**src/rtl/cursor_controller_pkg.sv**
```systemverilog
// Shared game-phase encoding used by the cursor controller and the game FSM.
package cursor_controller_pkg;

  typedef enum logic [2:0] {
    IDLE_PHASE          = 3'd0,
    PLACEMENT_PHASE     = 3'd1,
    PLAYER_ATTACK_PHASE = 3'd2,
    ENEMY_ATTACK_PHASE  = 3'd3,
    GAME_OVER_PHASE     = 3'd4
  } game_state_t;

endpackage

```
**src/rtl/cursor_controller.sv**
```systemverilog
// cursor_controller: synchronizes and debounces the DE-10 buttons, moves a
// clamped cursor over a GRID_SIZE x GRID_SIZE board, tracks ship orientation
// and emits one-cycle place/fire requests.
// Optional: define CURSOR_AUTOREPEAT_EN to add auto-repeat on held move buttons.
module cursor_controller
  import cursor_controller_pkg::*;
#(
  parameter int GRID_SIZE       = 10,
  parameter int DEBOUNCE_CYCLES = 500000
) (
  input  logic        clk,
  input  logic        reset,
  input  logic        btn_up,
  input  logic        btn_down,
  input  logic        btn_left,
  input  logic        btn_right,
  input  logic        btn_rotate,
  input  logic        btn_select,
  input  game_state_t game_state,
  input  logic [3:0]  current_ship_length,
  output logic [3:0]  cursor_x,
  output logic [3:0]  cursor_y,
  output logic        orientation,
  output logic        place_pulse,
  output logic        fire_pulse
);

  localparam int UP  = 0;
  localparam int DN  = 1;
  localparam int LF  = 2;
  localparam int RT  = 3;
  localparam int ROT = 4;
  localparam int SEL = 5;
  localparam int CW  = $clog2(DEBOUNCE_CYCLES + 1);

  logic [5:0]    raw;
  logic [5:0]    sync0;
  logic [5:0]    sync1;
  logic [5:0]    db;
  logic [5:0]    db_prev;
  logic [5:0]    evt;
  logic [3:0]    move_evt;
  logic [CW-1:0] cnt [6];

  assign raw = {btn_select, btn_rotate, btn_right, btn_left, btn_down, btn_up};
  assign evt = db & ~db_prev;

  // Per-button synchronizer, debounce counter and previous-level register.
  always_ff @(posedge clk) begin
    if (!reset) begin
      sync0   <= '0;
      sync1   <= '0;
      db      <= '0;
      db_prev <= '0;
      for (int unsigned i = 0; i < 6; i++) cnt[i] <= '0;
    end else begin
      sync0   <= raw;
      sync1   <= sync0;
      db_prev <= db;
      for (int unsigned i = 0; i < 6; i++) begin
        if (sync1[i] == db[i]) begin
          cnt[i] <= '0;
        end else if (cnt[i] == CW'(DEBOUNCE_CYCLES - 1)) begin
          db[i]  <= sync1[i];
          cnt[i] <= '0;
        end else begin
          cnt[i] <= cnt[i] + 1'b1;
        end
      end
    end
  end

`ifdef CURSOR_AUTOREPEAT_EN
  localparam int ARD = 16 * DEBOUNCE_CYCLES;
  localparam int ARR = 4 * DEBOUNCE_CYCLES;
  localparam int RW  = $clog2(ARD + 1);

  logic [RW-1:0] rcnt [4];
  logic [3:0]    rep;

  // Repeat strobe fires when the hold count reaches the delay.
  always_comb begin
    rep = '0;
    for (int unsigned i = 0; i < 4; i++) rep[i] = db[i] && (rcnt[i] == RW'(ARD));
  end

  // Hold counters: reloading to ARD-ARR+1 makes later repeats ARR cycles apart.
  always_ff @(posedge clk) begin
    for (int unsigned i = 0; i < 4; i++) begin
      if (!reset || !db[i])         rcnt[i] <= '0;
      else if (rcnt[i] == RW'(ARD)) rcnt[i] <= RW'(ARD - ARR + 1);
      else                          rcnt[i] <= rcnt[i] + 1'b1;
    end
  end

  assign move_evt = evt[3:0] | rep;
`else
  assign move_evt = evt[3:0];
`endif

  logic       placing;
  logic       sel;
  logic       rot;
  logic [3:0] mv;
  logic [3:0] len_eff;
  logic       new_orient;
  logic [3:0] max_x;
  logic [3:0] max_y;
  logic [4:0] x_mv;
  logic [4:0] y_mv;
  logic [3:0] next_x;
  logic [3:0] next_y;

  // Next cursor state: rotate, then move, then clamp to the new limits.
  always_comb begin
    placing    = (game_state == PLACEMENT_PHASE);
    sel        = evt[SEL];
    rot        = evt[ROT] & placing & ~sel;
    mv         = move_evt & {4{~sel}};
    new_orient = orientation ^ rot;

    if (current_ship_length == 4'd0)                   len_eff = 4'd1;
    else if (current_ship_length > 4'(GRID_SIZE))      len_eff = 4'(GRID_SIZE);
    else                                               len_eff = current_ship_length;

    max_x = 4'(GRID_SIZE - 1);
    max_y = 4'(GRID_SIZE - 1);
    if (placing) begin
      if (new_orient) max_y = 4'(GRID_SIZE) - len_eff;
      else            max_x = 4'(GRID_SIZE) - len_eff;
    end

    x_mv = {1'b0, cursor_x};
    if (mv[LF] && !mv[RT])      x_mv = (cursor_x == 4'd0) ? 5'd0 : x_mv - 5'd1;
    else if (mv[RT] && !mv[LF]) x_mv = x_mv + 5'd1;

    y_mv = {1'b0, cursor_y};
    if (mv[UP] && !mv[DN])      y_mv = (cursor_y == 4'd0) ? 5'd0 : y_mv - 5'd1;
    else if (mv[DN] && !mv[UP]) y_mv = y_mv + 5'd1;

    next_x = (x_mv > {1'b0, max_x}) ? max_x : x_mv[3:0];
    next_y = (y_mv > {1'b0, max_y}) ? max_y : y_mv[3:0];
  end

  // Registered outputs.
  always_ff @(posedge clk) begin
    if (!reset) begin
      cursor_x    <= '0;
      cursor_y    <= '0;
      orientation <= 1'b0;
      place_pulse <= 1'b0;
      fire_pulse  <= 1'b0;
    end else begin
      cursor_x    <= next_x;
      cursor_y    <= next_y;
      orientation <= new_orient;
      place_pulse <= sel & placing;
      fire_pulse  <= sel & ~placing;
    end
  end

endmodule
```
**config.mk**
```make
export PLATFORM = sky130hd
export DESIGN_NAME = cursor_controller
export DESIGN_NICKNAME = d
export VERILOG_FILES = /design/src/rtl/cursor_controller_pkg.sv /design/src/rtl/cursor_controller.sv
export SDC_FILE = /design/constraint.sdc
export NUM_CORES = 1
export LEC_CHECK = 0
export ABC_AREA = 1
export CAP_MARGIN = 5
export CELL_PAD_IN_SITES_DETAIL_PLACEMENT = 2
export CELL_PAD_IN_SITES_GLOBAL_PLACEMENT = 2
export CORE_MARGIN = 2
export CORE_UTILIZATION = 38
export CTS_CLUSTER_SIZE = 20
export DETAILED_ROUTE_END_ITERATION = 10
export PLACE_DENSITY = 0.85
export SLEW_MARGIN = 20
export SYNTH_ARGS = -nofsm -noshare
export SYNTH_HDL_FRONTEND = slang
export SYNTH_SLANG_ARGS = --single-unit
```
**constraint.sdc**
```tcl
create_clock -name clk -period 2.9 [get_ports clk]
set_input_delay 0.435 -clock clk [delete_from_list [all_inputs] [get_ports clk]]
set_output_delay 0.435 -clock clk [all_outputs]
set_load 0.005 [all_outputs]
```
Word-level counts from Yosys, hierarchy flattened
Memories as Yosys holds them, arrays and structs flattened.
Index checks and enable logic that the tools add are counted.
W data, S select, Z words.
{"block": "totals", "ff_bits": 35, "wordCells": 192, "n_memories": 1, "mem_bits_rw": 114}
{"name": "cnt", "depth": 6, "width": 19, "read_ports": 6, "rd_clocked_by_memory_dff": 0, "write_ports": 6, "line_no": "cursor_controller.sv:43", "source": "logic [CW-1:0] cnt [6];"}
{"block": "op_classes", "n_lt_le_gt_ge": 3, "eq_ne": 13, "bitwise": 34, "n_reduce_logical": 17, "add_sub_neg": 11, "mux": 99}
{"op": "$mux W19", "count": 18}
{"op": "$add A19 B1 Y19 const B", "count": 6}
{"op": "$eq A19 B19 Y1 const B", "count": 6}
{"op": "$mux W1", "count": 67}
{"op": "$mux W4", "count": 8}
{"op": "$mux W5", "count": 6}
{"op": "$or A1 B1 Y1", "count": 18}
{"op": "$logic_not A4 Y1", "count": 3}
{"op": "$reduce_and A2 Y1", "count": 6}
{"op": "$add A4 B1 Y5 const B", "count": 2}
{"op": "$gt A5 B4 Y1", "count": 2}
{"op": "$sub A4 B1 Y5 const B", "count": 2}
{"op": "$not A1 Y1", "count": 8}
{"op": "$and A6 B6 Y6", "count": 1}
{"op": "$eq A1 B1 Y1", "count": 6}
{"op": "$not A6 Y6", "count": 1}
{"op": "$and A1 B1 Y1", "count": 4}
{"op": "$and A4 B4 Y4", "count": 1}
{"op": "$gt A4 B4 Y1 const B", "count": 1}
{"op": "$logic_and A1 B1 Y1", "count": 4}
{"op": "$logic_not A1 Y1", "count": 4}
{"op": "$sub A4 B4 Y4 const A", "count": 1}
{"op": "$eq A3 B1 Y1 const B", "count": 1}
{"op": "$xor A1 B1 Y1", "count": 1}

Depth between registers and ports, before layout
{"block": "logic_depth", "depth_word": 10, "depth_mapped": 20, "ltp_nobuf": 20}

Worst setup path before layout
OpenSTA, ideal clock, no wires.
{"block": "synth_path", "path_type": "input to register", "startpoint": "input current_ship_length[3]", "endpoint": "register cursor_y[3]", "arrival_ns": 2.305, "n_path_buf": 0, "stages": 16, "path_slack_ns": 0.480, "required_time_ns": 2.785, "path_cell_list": "inv_1 maj3_1 ha_1 nand3_1 nand2_1 nor2_1 nand3_1 ha_1 a21oi_1 nand2_1 nand2_1 nand2_1 nand2_1 nand2_2 a21oi_1 nor2_1"}
{"block": "synth_between", "elab_chain_cells": 8, "elab_cells_between_ends": 9, "cone_classes": "add/sub: 1; order compare: 2; mux: 5; reduce/logical: 1"}
{"item": "start: declaration", "line_no": "cursor_controller.sv:20", "source": "input logic [3:0] current_ship_length,"}
{"item": "$gt A4 B4 Y1", "line_no": "cursor_controller.sv:123", "source": "else if (current_ship_length > 4'(GRID_SIZE)) len_eff = 4'(GRID_SIZE);"}
{"item": "$mux W4", "line_no": "cursor_controller.sv:123"}
{"item": "$mux W4 (*)", "line_no": "cursor_controller.sv:122", "source": "if (current_ship_length == 4'd0) len_eff = 4'd1;"}
{"item": "$sub A4 B4 Y4 (*)", "line_no": "cursor_controller.sv:129", "source": "if (new_orient) max_y = 4'(GRID_SIZE) - len_eff;"}
{"item": "$mux W4 (*)", "line_no": "cursor_controller.sv:129"}
{"item": "$mux W4 (*)", "line_no": "cursor_controller.sv:128", "source": "if (placing) begin"}
{"item": "$gt A5 B4 Y1", "line_no": "cursor_controller.sv:142", "source": "next_y = (y_mv > {1'b0, max_y}) ? max_y : y_mv[3:0];"}
{"item": "$mux W4 (*)", "line_no": "cursor_controller.sv:142"}
{"item": "end signal: assignment", "line_no": "cursor_controller.sv:155", "source": "cursor_y <= next_y;"}
{"item": "end: declaration", "line_no": "cursor_controller.sv:22", "source": "output logic [3:0] cursor_y,"}
Every way passes the cells marked *; elsewhere a longest branch is shown, timed or not.
A chain may end at the register's enable or synchronous reset.

Worst setup path after layout
{"block": "layout_path", "startpoint": "input current_ship_length[1]", "endpoint": "register cursor_y[3]"}
Same word-level chain as after synthesis.

==> reports/results.tsv <==
stage	metric	value	unit
outcome	status	completed	
global_routing	initial antenna violation count	0	
yosys	warnings from Yosys	0	
yosys	main flop type after synthesis	edfxtp_1	
worst_setup_path	Worst R2R Path Depth	16	
yosys	Synth area leaders	edfxtp_1 37%, nand2_1 11%, nor2_1 7.8%	
worst_setup_path	Register-to-Register Setup Slack	0.26	ns
cts	H-tree Lvls	4	
global_routing	GRT overflow	0	
route	drt wl/cell	16.3	um
timing	Slew Limit Fails	0	
route	WL final	27400	um
yosys	Seq/Total Area, Yosys	44.6	%
placement	pre-CTS setup slack	-0.265	ns
global_routing	largest net degree at the start of global routing	20	
route	Post-DRT Antenna Nets	0	
yosys	#FFs+latches synth	149	
worst_setup_path	Crit Path Max Fanout	8	
worst_setup_path	startpoint types	input port	
finish	share of layout cells above drive strength 1	7.65	%
timing	Slew headroom	66.6	%
route	DR pass1 iterations	6	
route	drt drc	0	
cts	clock tree sinks	149	
worst_setup_path	critical path launch point	current_ship_length[1]	
cts	Clk Latency, worst-skew pair	0.43	ns
finish	final layout net count	1383	
global_routing	first-pass GRT wire length	45600	um
floorplan	width of the die	160	um
floorplan	core area	24100	sq um
timing	final hold violation count	0	
yosys	synth unique cells	40	
route	1st-iter DRT viols	363	
route	routed vias	8254	
worst_setup_path	worst endpoint required time	3.23	ns
worst_setup_path	CP Capture Point	cursor_y[3]	
yosys	Syn Area/Cell	7.74	sq um
yosys	post-synth top area cell	edfxtp_1	
worst_setup_path	CP arrival	3.07	ns
power	worst vdd ir	0.272	mV
worst_setup_path	r2r endpoint	cursor_y[3]	
timing	worst setup margin	0.159	ns
placement	DP HPWL	19800	um
timing	setup violators final	0	
timing	Slew @ Worst Pin	0.497	ns
worst_setup_path	crit path kind	in2reg	
timing	final worst path period share	94.5	%
placement	Port Buf Inserts	25	
finish	Syn-to-layout area delta	17.7	%
floorplan	Rows	57	
timing	crit path time final	2.74	ns
yosys	asr flop ratio synth	0	%
cts	hold_buf cts	0	
yosys	Yosys top cell area share	37.1	%
cts	postcts setup bufs	0	
cts	post-cts resize count	0	
global_routing	total track usage	22.0	%
timing	Clock Skew	0.0140	ns
route	vias per cell	4.90	
cts	Inserted Clock Buffers	17	
power	pwr/cell area	453	nW/um^2
floorplan	Die H	160	um
run	max cap viols	0	
floorplan	die area	25600	sq um
cts	clock buffer depth	2	
yosys	most common library cells after synthesis	274 x nand2_1, 192 x nor2_1, 174 x inv_1	
placement	global placer's final weighted congestion	0.780	
yosys	cell area after synthesis	9240	sq um
yosys	top-count cell post-synth	nand2_1	
global_routing	vias in the first global route	9202	
timing	hold_ws	0.374	ns
power	Leakage	4.59	nW
cts	Worst-path clk slew	0.07	ns
worst_setup_path	CP endpoint kind	flip-flop	
yosys	Post-Synthesis Cells	1193	
cts	CTS tree	built	
yosys	Post-synth EDFFs	114	
cts	CTS root buf	clkbuf_16	
finish	ANT cells	0	
timing	Max Freq	365	MHz
floorplan	# IOs	26	
floorplan	Starting Density	38.3	%
worst_setup_path	worst reg2reg path startpoint	cursor_y[1]	
hold_path	Hold Path Class	in2reg	
cell usage in the layout, fill, tap and decap left out, drive strengths merged, types with 35 or more instances in the layout:
master and instances:
nand3 72, edfxtp 114, nand2 292, inv 181, nand4 45, nor3 59
dfxtp 35, nor2 202, conb 114, a21oi 55
critical path, cell delays in order:
cell             delay [ns]
clkdlybuf4s50_1        0.51
nor2_1                 0.05
maj3_1                 0.35
ha_1                   0.21
nand3_1                0.09
nand2_1                0.06
nor2_2                 0.12
nand3_1                0.13
ha_1                   0.33
nand2_1                0.08
inv_1                  0.05
nand2_1                0.05
nand2_1                0.05
nand2_1                0.06
nand2_1                0.07
nand2_1                0.12
nand2_4                0.10
a21oi_1                0.14
nor2_1                 0.06
sequential cells by signal, summed over array words and instances, names as in the netlist:
name / count
cnt: 114
cursor_x: 4
cursor_y: 4
db: 6
db_prev: 6
fire_pulse: 1
orientation: 1
place_pulse: 1
sync0: 6
sync1: 6
metrics by stage:
| step | area, sq um | power [W] | TNS (ns) | util [%] | cells |
|---|---|---|---|---|---|
| 2_1_floorplan | 9660 | 0.00267 | 0 | - | 1306 |
| 3_3_place_gp | 10300 | 0.00276 | -0.794 | 42.7 | 1652 |
| 3_5_place_dp | 10300 | 0.00278 | -1.98 | 42.7 | 1652 |
| 4_1_cts | 10900 | 0.00496 | 0 | 45.0 | 1684 |
| 5_1_grt | 10900 | 0.00510 | -0.313 | 45.1 | 1684 |
| 6_report | 10900 | 0.00492 | 0 | 45.1 | 1684 |
logic make-up (layout without fill, tap and decap cells):
kind of cell,Yosys count,count (layout),synth area share [%]
AND/OR/NAND/NOR,711,711,35.9
adder cells (fa/ha/maj),22,22,2.95
AO/OA/AOI/OAI,81,81,4.63
XOR/XNOR,40,40,3.79
buffers and inverters,189,243,8.04
flip-flops,149,149,44.6
other,1,114,0.0406
report_power, final:
group | leakage, nW | internal (W) | total [W] | switching (W)
clock network | 0.259 | 0.00118 | 0.00217 | 0.000992
logic | 2.87 | 0.0000933 | 0.000285 | 0.000191
registers | 1.46 | 0.00237 | 0.00246 | 0.0000894
area by class of cell:
class / count / area, sq um
Timing Repair Buffer: 34 / 313
Inverter: 177 / 664
Sequential cell: 149 / 4120
Clock inverter: 15 / 129
Clock buffer: 17 / 425
Fill cell: 2867 / 13200
Multi-Input combinational cell: 968 / 4810
Tap cell: 324 / 405
metal layers:
metal  wire length [um]  track usage (%)  vias to the layer above
met5                  0                0                        -
met4                469             6.55                        0
met3                335             2.55                       34
met2              14800             42.5                       45
met1              11900             25.3                     4091
li1                   -                -                     4084
worst min-delay path by stage:
stage,from,to,slack [ns],cells past startpoint
4_1_cts,reset,sync0[4],0.37,3
2_1_floorplan,sync0[0],sync1[0],0.39,2
6_report,reset,sync0[0],0.37,3
3_5_place_dp,sync0[3],sync1[3],0.41,2
3_3_place_gp,sync0[3],sync1[3],0.39,2
5_1_grt,reset,sync0[4],0.38,3
Power figures use the tool's default switching activity.
